**config.mk**
```make
export PLATFORM = sky130hd
export DESIGN_NAME = mem_bus_arbiter
export DESIGN_NICKNAME = d
export VERILOG_FILES = /design/src/rtl/mem_bus_arbiter_pkg.sv /design/src/rtl/mem_bus_arbiter_result_buf.sv /design/src/rtl/mem_bus_arbiter.sv
export SDC_FILE = /design/constraint.sdc
export NUM_CORES = 1
export LEC_CHECK = 0
export ABC_AREA = 1
export ABC_CLOCK_PERIOD_IN_PS = 1780
export BUFFER_PORTS_ARGS = -buffer_cell sky130_fd_sc_hd__buf_2
export CAP_MARGIN = 15
export CORE_MARGIN = 3
export CORE_UTILIZATION = 30
export DETAILED_ROUTE_END_ITERATION = 7
export HOLD_SLACK_MARGIN = 0.03
export PLACE_DENSITY = 0.53
export SYNTH_ARGS = -nofsm -noshare
export SYNTH_HDL_FRONTEND = slang
export SYNTH_SLANG_ARGS = --single-unit
export TNS_END_PERCENT = 5
```
**constraint.sdc**
```tcl
create_clock -name clk -period 1.78 [get_ports clk]
set_input_delay 0.356 -clock clk [delete_from_list [all_inputs] [get_ports clk]]
set_output_delay 0.356 -clock clk [all_outputs]
set_load 0.005 [all_outputs]
```
**src/rtl/mem_bus_arbiter_pkg.sv**
```systemverilog
`default_nettype none
// ============================================================================
//  Module      : mem_bus_arbiter_pkg
//  Description : Shared encodings for the IF/MEM memory bus arbiter.
//  Revision    : 1.0 - initial release
// ============================================================================
package mem_bus_arbiter_pkg;

    // Bus FSM state encoding
    typedef logic [1:0] arb_state_t;
    localparam arb_state_t IDLE = 2'd0;
    localparam arb_state_t ADDR = 2'd1;
    localparam arb_state_t DATA = 2'd2;

    // Access size codes carried on bus_size
    localparam logic [1:0] SIZE_B = 2'd0;
    localparam logic [1:0] SIZE_H = 2'd1;
    localparam logic [1:0] SIZE_W = 2'd2;

    // Which requester owns the outstanding transaction
    localparam logic OWNER_INST = 1'b0;
    localparam logic OWNER_DATA = 1'b1;

endpackage
`default_nettype wire

```
**src/rtl/mem_bus_arbiter_result_buf.sv**
```systemverilog
`default_nettype none
// ============================================================================
//  Module      : arb_result_buf
//  Description : Per-requester result holding register. Holds a completed
//                bus result until the owning stage releases it or a flush.
//  Revision    : 1.0 - initial release
// ============================================================================
module arb_result_buf #(
    parameter int DATA_W = 32
) (
    input  logic              clk,
    input  logic              rst,
    input  logic              i_set,
    input  logic [DATA_W-1:0] i_setData,
    input  logic              i_release,
    input  logic              i_flush,
    output logic              o_valid,
    output logic [DATA_W-1:0] o_rdata
);

    logic              r_valid;
    logic [DATA_W-1:0] r_rdata;

    // Valid flag: flush dominates; a fresh result beats a same-cycle release
    always_ff @(posedge clk or negedge rst) begin
        if (!rst) begin
            r_valid <= 1'b0;
        end else if (i_flush) begin
            r_valid <= 1'b0;
        end else if (i_set) begin
            r_valid <= 1'b1;
        end else if (i_release) begin
            r_valid <= 1'b0;
        end
    end

    // Result data only changes when a kept result arrives
    always_ff @(posedge clk or negedge rst) begin
        if (!rst) begin
            r_rdata <= '0;
        end else if (i_set) begin
            r_rdata <= i_setData;
        end
    end

    assign o_valid = r_valid;
    assign o_rdata = r_rdata;

endmodule
`default_nettype wire

```
**src/rtl/mem_bus_arbiter.sv**
```systemverilog
`default_nettype none
// ============================================================================
//  Module      : mem_bus_arbiter
//  Description : Shares one SRAM-like bus between IF fetch and MEM data
//                access. Data has priority, one transaction outstanding,
//                results buffered until the owning stage advances.
//  Revision    : 1.0 - initial release
// ============================================================================
module mem_bus_arbiter
    import mem_bus_arbiter_pkg::*;
#(
    parameter int ADDR_W = 32,
    parameter int DATA_W = 32
) (
    input  logic              clk,
    input  logic              rst,
    input  logic              inst_req,
    input  logic [ADDR_W-1:0] inst_addr,
    input  logic              inst_release,
    output logic [DATA_W-1:0] inst_rdata,
    output logic              inst_stall,
    input  logic              data_req,
    input  logic              data_wr,
    input  logic [1:0]        data_size,
    input  logic [ADDR_W-1:0] data_addr,
    input  logic [DATA_W-1:0] data_wdata,
    input  logic              data_release,
    output logic [DATA_W-1:0] data_rdata,
    output logic              data_stall,
    input  logic              flush,
    output logic              bus_req,
    output logic              bus_wr,
    output logic [1:0]        bus_size,
    output logic [ADDR_W-1:0] bus_addr,
    output logic [DATA_W-1:0] bus_wdata,
    input  logic              bus_addr_ok,
    input  logic              bus_data_ok,
    input  logic [DATA_W-1:0] bus_rdata
);

    arb_state_t r_state;
    arb_state_t w_stateNext;
    logic       r_owner;
    logic       r_discard;
    logic       w_grantData;
    logic       w_grantInst;
    logic       w_complete;
    logic       w_commit;
    logic       w_instValid;
    logic       w_dataValid;

    // Next-state, grant and completion decode
    always_comb begin
        w_stateNext = r_state;
        w_grantData = 1'b0;
        w_grantInst = 1'b0;
        w_complete  = 1'b0;
        case (r_state)
            IDLE: begin
                if (!flush) begin
                    if (data_req && !w_dataValid) begin
                        w_grantData = 1'b1;
                        w_stateNext = ADDR;
                    end else if (inst_req && !w_instValid) begin
                        w_grantInst = 1'b1;
                        w_stateNext = ADDR;
                    end
                end
            end
            ADDR: begin
                if (bus_addr_ok) begin
                    if (bus_data_ok) begin
                        w_complete  = 1'b1;
                        w_stateNext = IDLE;
                    end else begin
                        w_stateNext = DATA;
                    end
                end
            end
            DATA: begin
                if (bus_data_ok) begin
                    w_complete  = 1'b1;
                    w_stateNext = IDLE;
                end
            end
            default: w_stateNext = IDLE;
        endcase
    end

    // A completing result is kept only if not discarded and not flushed now
    assign w_commit = w_complete & ~r_discard & ~flush;

    // FSM state register
    always_ff @(posedge clk or negedge rst) begin
        if (!rst) begin
            r_state <= IDLE;
        end else begin
            r_state <= w_stateNext;
        end
    end

    // Registered bus request and the request fields latched at grant
    always_ff @(posedge clk or negedge rst) begin
        if (!rst) begin
            bus_req   <= 1'b0;
            bus_wr    <= 1'b0;
            bus_size  <= SIZE_B;
            bus_addr  <= '0;
            bus_wdata <= '0;
            r_owner   <= OWNER_INST;
        end else begin
            bus_req <= (w_stateNext == ADDR);
            if (w_grantData) begin
                r_owner   <= OWNER_DATA;
                bus_wr    <= data_wr;
                bus_size  <= data_size;
                bus_addr  <= data_addr;
                bus_wdata <= data_wdata;
            end else if (w_grantInst) begin
                r_owner   <= OWNER_INST;
                bus_wr    <= 1'b0;
                bus_size  <= SIZE_W;
                bus_addr  <= inst_addr;
                bus_wdata <= '0;
            end
        end
    end

    // Discard marks an in-flight transaction whose result a flush killed
    always_ff @(posedge clk or negedge rst) begin
        if (!rst) begin
            r_discard <= 1'b0;
        end else if (w_complete) begin
            r_discard <= 1'b0;
        end else if (flush && (r_state != IDLE)) begin
            r_discard <= 1'b1;
        end
    end

    arb_result_buf #(.DATA_W(DATA_W)) u_instBuf (
        .clk       (clk),
        .rst       (rst),
        .i_set     (w_commit && (r_owner == OWNER_INST)),
        .i_setData (bus_rdata),
        .i_release (inst_release),
        .i_flush   (flush),
        .o_valid   (w_instValid),
        .o_rdata   (inst_rdata)
    );

    arb_result_buf #(.DATA_W(DATA_W)) u_dataBuf (
        .clk       (clk),
        .rst       (rst),
        .i_set     (w_commit && (r_owner == OWNER_DATA)),
        .i_setData (bus_rdata),
        .i_release (data_release),
        .i_flush   (flush),
        .o_valid   (w_dataValid),
        .o_rdata   (data_rdata)
    );

    assign inst_stall = inst_req & ~w_instValid;
    assign data_stall = data_req & ~w_dataValid;

endmodule
`default_nettype wire

```
==> impl_metrics.py, run 1 <==
metrics = {
    "route": {
        "drc": 0,
        "via_per_inst": 4.53,
        "wl_per_cell_um": 15.2,
        "final_antenna_net_count": 0,
        "first_pass_iters": 4,
        "first_iter_violations": 208,
        "wl_mm": 19.0,
        "num_vias": 5656,
    },
    "global_route": {
        "antenna_found_initial": 1,
        "grt_pass1_wl_mm": 29.9,
        "track_usage": 0.171,
        "grt_pass1_vias": 5649,
        "grt_start_max_net_pins": 46,
        "grt_overflow_total": 0,
    },
    "clocking": {
        "cts_buffer_depth": 2,
        "clock_sinks": 138,
        "cts_tree": "built",
        "cts_max_level": 4,
        "insertion_delay_ps": 420,
        "clkTransAtPathRegs_ps": 60,
        "cts_root_buffer": "clkbuf_16",
        "cts_buffers": 17,
        "postCtsSetupBuffers": 0,
    },
    "setup_path": {
        "worstPathCellList": "inv_2, nand2_4, buf_12, inv_6, buf_2",
        "cp.required_ps": 1420,
        "r2r-start": "r_state[0]$_DFF_PN0_",
        "end_kind": "output port",
        "critPathArrivalTime_ps": 1350,
        "critPathLaunch": "u_dataBuf.o_valid$_DFFE_PN0P_",
        "critPathMaxFanout": 17,
        "critPathTopFamily": "buffers and inverters",
        "reg2regPathDepth": 7,
        "critPathLaunchType": "flop",
        "criticalPathCategory": "flop to output port",
        "timing.rr.end": "r_discard$_DFFE_PN0P_",
        "slowest_stage": "dfrtp_1",
        "rrSetupSlack_ps": 160,
        "crit_buf_inv": 4,
        "critPathMaxStageDelay_ps": 370,
    },
    "sta": {
        "setup_viol": 0,
        "max_slew.worst_pin.slew_ps": 460,
        "tns_ps": 0,
        "slew_violations": 0,
        "min_period_ps": 1700,
        "finalClockSkew_ps": 6.30,
        "grt_setup_unrepaired": "no",
        "fin_crit_sh": 0.956,
        "finalHoldViolCount": 0,
        "fmax_mhz": 588,
        "relSlewSlack": 0.694,
    },
    "power": {
        "powerDensity_nw_per_um2": 1560,
        "peakVddDrop_v": 0.000621,
        "p_leak_nw": 4.92,
        "finalPower_mw": 13.2,
    },
    "die": {
        "boundaryPins": 274,
        "die_area_sq_um": 21800,
        "start_util": 0.308,
        "die_y_um": 148,
        "rows": 51,
        "coreArea_sq_um": 19600,
        "die_x_um": 148,
    },
    "cells_and_area": {
        "drive_gt1_frac": 0.353,
        "num-nets-final": 1115,
        "finish.instance_area_sq_um": 8420,
        "synthToLayoutAreaGrowth_pct": 39.6,
        "num_antenna_cells": 0,
    },
    "yosys": {
        "synthCells": 698,
        "synth_top_cells_by_count": "nand2_1, dfrtp_1, nor2_1, nand4_1, o21ai_1",
        "synth_top_area_frac": 0.572,
        "netlist_top_cells_area": "dfrtp_1, nand2_1, nand4_1",
        "ys_warn_count": 0,
        "syn-cell-area_sq_um": 6030,
        "ys_ff_latch": 138,
        "synth_edf_count": 0,
        "seq_area_frac_synth": 0.572,
        "syn_area_per_cell_sq_um": 8.64,
        "synth_most_common_cell": "nand2_1",
        "yosysTopAreaCell": "dfrtp_1",
        "ys_dominant_reg_cell": "dfrtp_1",
        "synth_cell_types": 25,
        "syn_nets": 842,
        "ys_async_sr_fraction": 1.00,
    },
    "hold_path": {
        "min_path_type": "input pin to flop",
        "min_from": "inst_release",
        "hold_depth": 2,
        "holdPathEnd": "u_instBuf.o_valid$_DFFE_PN0P_",
    },
    "place": {
        "place_area_sq_um": 7750,
        "gp_congestion": 0.783,
        "dp_hpwl_mm": 13.5,
        "io_buffers": 273,
    },
    "status": {
        "status": "finished, final reports clean",
    },
    "run": {
        "drv_cap": 0,
    },
}
-- worst register-to-register path: stages (launching register included) --
cell and delay (ps):
dfrtp_1 370, inv_1 90, ha_1 290, nand2_1 80
a21oi_4 220, buf_4 280, o21bai_1 140, inv_1 50
-- timing repair --
item	in CTS	in global routing
cloned	0	1
pin swaps	0	2
endpoints found under the hold margin	37	0
hold buffers	1	0
endpoints found under the setup margin	1	14
resized for setup	2	3
-- power by group --
part | leakage (nW) | internal (mW) | switching (mW)
clock network | 0.295 | 2.36 | 1.41
logic | 2.81 | 1.83 | 2.50
registers | 1.81 | 4.40 | 0.673
-- layout by cell type (no fill, tap or decap), types with 6 or more instances in the layout --
cell | Yosys | layout
inv_2 | 6 | 6
o21ai_0 | 8 | 8
buf_2 | 19 | 272
buf_4 | 11 | 17
o21ai_1 | 25 | 25
nand2_1 | 290 | 289
nand3_1 | 18 | 18
buf_12 | 0 | 10
nor2_1 | 72 | 72
clkbuf_16 | 0 | 18
dfrtp_1 | 138 | 138
inv_1 | 11 | 10
nand4_1 | 64 | 64
-- flip-flops by register name, summed over array words and instances (netlist names) --
name	count
bus_addr	32
bus_wdata	32
u_dataBuf.o_rdata	32
u_instBuf.o_rdata	32
bus_size	2
r_state	2
bus_req	1
bus_wr	1
r_discard	1
r_owner	1
u_dataBuf.o_valid	1
u_instBuf.o_valid	1
-- stage by stage --
step | setup slack [ps] | hold slack [ps] | utilization | instances
finish | 78.3 | 125 | 0.430 | 1249
global route | 0.638 | 121 | 0.430 | 1249
CTS | 18.8 | 99.2 | 0.428 | 1248
detailed placement | 142 | 331 | 0.396 | 1215
global placement | 185 | 334 | 0.396 | 1215
floorplan | 343 | 60.4 | - | 698
-- worst max-delay path by stage --
stage	end	slack (ps)	cells after the start
6_report	data_stall	80	5
5_1_grt	u_dataBuf.o_rdata[4]$_DFFE_PN0P_	0.6	8
4_1_cts	data_stall	20	5
3_5_place_dp	r_discard$_DFFE_PN0P_	140	7
3_3_place_gp	r_discard$_DFFE_PN0P_	180	7
2_1_floorplan	u_dataBuf.o_rdata[12]$_DFFE_PN0P_	340	8
-- kinds of logic after synthesis --
family          count (synthesis)  synth area share
buf+inv                        65            0.0624
simple gates                  451             0.321
flops                         138             0.572
compound gates                 40            0.0363
fa+ha+maj                       4           0.00830
-- area by class of cell --
class / instances / area [sq um]
tap: 265 / 332
clock inverter: 13 / 191
timing repair buffer: 302 / 1740
clock buffer: 19 / 433
fill: 1994 / 11200
inverter: 17 / 68.8
sequential: 138 / 3450
multi-input combinational: 495 / 2210
-- layer usage --
| metal | track usage | share of wire | vias up | wire [um] |
|---|---|---|---|---|
| met5 | 0 | 0.0011 | - | 20 |
| met1 | 0.220 | 0.44 | 2617 | 8340 |
| met2 | 0.274 | 0.46 | 209 | 8720 |
| met4 | 0.0457 | 0.011 | 2 | 206 |
| li1 | - | - | 2811 | - |
| met3 | 0.0610 | 0.088 | 17 | 1680 |
Note: power is estimated with default switching activity, not from simulation.
==> run 2, diff against run 1 <==
BUFFER_PORTS_ARGS = default   (was -buffer_cell sky130_fd_sc_hd__buf_2)
DONT_BUFFER_PORTS = 1   (was default)
PLACE_DENSITY = 0.42   (was 0.53)
==> run 2 against run 1 <==
The run now ends with negative hold slack left. Worst setup slack better by 40 ps. Combinational power decreased by 41%. Final area fell by 17%. Clock-buffer cell count stayed put. Cell count fell by 22%. Sequential share of layout area increased by 8.5 points. Flip-flop and latch count unchanged. Global-route usage down 1.1 points. Register-to-register slack got worse by 30 ps. Sequential power is 9.5% higher.
==> impl_metrics.py, run 2 (synthesized netlist as in run 1, its figures left out) <==
metrics = {
    "status": {
        "status": "complete, but fails checks",
        "violations": "negative hold slack",
    },
    "clocking": {
        "insertion_delay_ps": 420,
        "postCtsSetupBuffers": 0,
        "clock_sinks": 138,
        "cts_tree": "built",
        "cts_buffer_depth": 2,
        "cts_max_level": 4,
        "cts_buffers": 17,
        "clkTransAtPathRegs_ps": 60,
        "cts_root_buffer": "clkbuf_16",
    },
    "setup_path": {
        "end_kind": "output port",
        "critPathMaxFanout": 33,
        "critPathLaunchType": "flop",
        "critPathArrivalTime_ps": 1310,
        "worstPathCellList": "inv_2, nand2_2, buf_12, inv_4",
        "critPathMaxStageDelay_ps": 370,
        "slowest_stage": "dfrtp_1",
        "cp.required_ps": 1420,
        "criticalPathCategory": "flop to output port",
    },
    "power": {
        "seqPwrFrac": 0.461,
        "p_leak_nw": 3.67,
        "p_comb_frac": 0.211,
        "clock_power_share": 0.328,
        "powerDensity_nw_per_um2": 1730,
        "peakVddDrop_v": 0.000664,
        "power.internal_mw": 7.85,
        "p_switching_mw": 4.21,
        "switching_share": 0.349,
    },
    "sta": {
        "whs_ps": -360,
        "fmax_mhz": 602,
        "finalClockSkew_ps": 12.8,
        "slew_violations": 0,
        "min_period_ps": 1660,
        "finalHoldViolCount": 138,
        "relSlewSlack": 0.736,
        "max_slew.worst_pin.slew_ps": 397,
        "setup_viol": 0,
        "grt_setup_unrepaired": "yes",
        "fin_crit_sh": 0.934,
        "timing.final.ws_setup_ps": 118,
    },
    "place": {
        "post-place-ws_ps": 63.1,
        "placed_cells": 937,
        "dp_hpwl_mm": 12.4,
        "gp_congestion": 0.746,
        "place_area_sq_um": 6250,
        "io_buffers": 0,
    },
    "die": {
        "die_y_um": 148,
        "die_area_sq_um": 21800,
        "start_util": 0.308,
        "rows": 51,
        "coreArea_sq_um": 19600,
        "boundaryPins": 274,
        "die_x_um": 148,
    },
    "cells_and_area": {
        "final_core_util": 0.356,
        "synthToLayoutAreaGrowth_pct": 15.7,
        "final_cell_mix": "nand2_1, dfrtp_1, nor2_1",
        "drive_gt1_frac": 0.0946,
        "final.fill_count": 2043,
        "finish.instance_area_sq_um": 6980,
        "layout_commonest_cell": "nand2_1",
        "fin_cells": 973,
        "num_antenna_cells": 0,
        "num-nets-final": 839,
    },
    "route": {
        "final_antenna_net_count": 0,
        "num_vias": 4708,
        "drc": 0,
        "first_pass_iters": 4,
        "first_iter_violations": 150,
        "via_per_inst": 4.84,
        "wl_mm": 17.6,
        "wl_per_cell_um": 18.0,
    },
    "global_route": {
        "grt_overflow_total": 0,
        "grt_pass1_wl_mm": 27.5,
        "gr-usage-met2": 0.261,
        "grt_pass1_vias": 4804,
        "met1_usage": 0.187,
        "use_met3": 0.0782,
        "busiest_layer": "met2",
        "grt_start_max_net_pins": 139,
        "track_usage": 0.159,
        "antenna_found_initial": 0,
    },
    "hold_path": {
        "min_path_type": "input pin to async pin",
    },
    "run": {
        "drv_cap": 0,
    },
}
## run 2: metrics by stage
stage | total power, mW | setup TNS [ps]
2_1_floorplan | 7.27 | 0
3_3_place_gp | 8.12 | 0
3_5_place_dp | 8.21 | 0
4_1_cts | 12.3 | 0
5_1_grt | 12.9 | -35.3
6_report | 12.1 | 0
## run 2: power groups by stage
stage / Sequential (mW) / Clock, mW / Combinational (mW)
after CTS: 5.60 / 4.08 / 2.57
final: 5.55 / 3.96 / 2.54
after detailed placement: 5.64 / 0 / 2.57
after floorplan: 5.18 / 0 / 2.08
after global placement: 5.65 / 0 / 2.47
after global routing: 5.72 / 4.24 / 2.99
## run 2: worst max-delay path, delay by kind of cell (launching register included)
family / cells / cell delay [ps]
buf+inv: 3 / 430
flops: 1 / 370
simple gates: 1 / 90
## run 2: final cells by class
| type | count | area [sq um] | area share |
|---|---|---|---|
| inverters | 17 | 66.3 | 0.00950 |
| well taps | 265 | 332 | 0.0475 |
| flip-flops and latches | 138 | 3450 | 0.495 |
| multi-input cells | 495 | 2210 | 0.317 |
| clock buffers | 19 | 443 | 0.0635 |
| repair buffers | 26 | 258 | 0.0369 |
| clock inverters | 13 | 214 | 0.0307 |
## run 2: repair_timing
item / 4_1_cts / 5_1_grt
gates resized for setup: 0 / 7
endpoints found under the hold margin: 140 / 139
hold buffers: 3 / 1
setup endpoints to repair: 0 / 55
## run 2: metal layers
layer | up-vias | share of wire | routed length (um)
met1 | 2235 | 0.40 | 6950
met3 | 19 | 0.11 | 2020
li1 | 2253 | - | -
met2 | 201 | 0.48 | 8350
met5 | - | 0 | 0
met4 | 0 | 0.013 | 232
## run 2: worst paths after layout
| kind | startpoint | cells after the start | to | slack [ps] |
|---|---|---|---|---|
| setup reg to reg | r_state[0]$_DFF_PN0_ | 7 | r_discard$_DFFE_PN0P_ | 130 |
| max in group asynchronous | rst | 0 | u_dataBuf.o_valid$_DFFE_PN0P_ | 1870 |
| hold reg to reg | u_dataBuf.o_rdata[22]$_DFFE_PN0P_ | 2 | u_dataBuf.o_rdata[22]$_DFFE_PN0P_ | 500 |
| hold / removal | rst | 0 | bus_wdata[23]$_DFFE_PN0P_ | -360 |
| min in group clk | data_wdata[29] | 2 | bus_wdata[29]$_DFFE_PN0P_ | 60 |
| setup / recovery | u_dataBuf.o_valid$_DFFE_PN0P_ | 4 | data_stall | 120 |
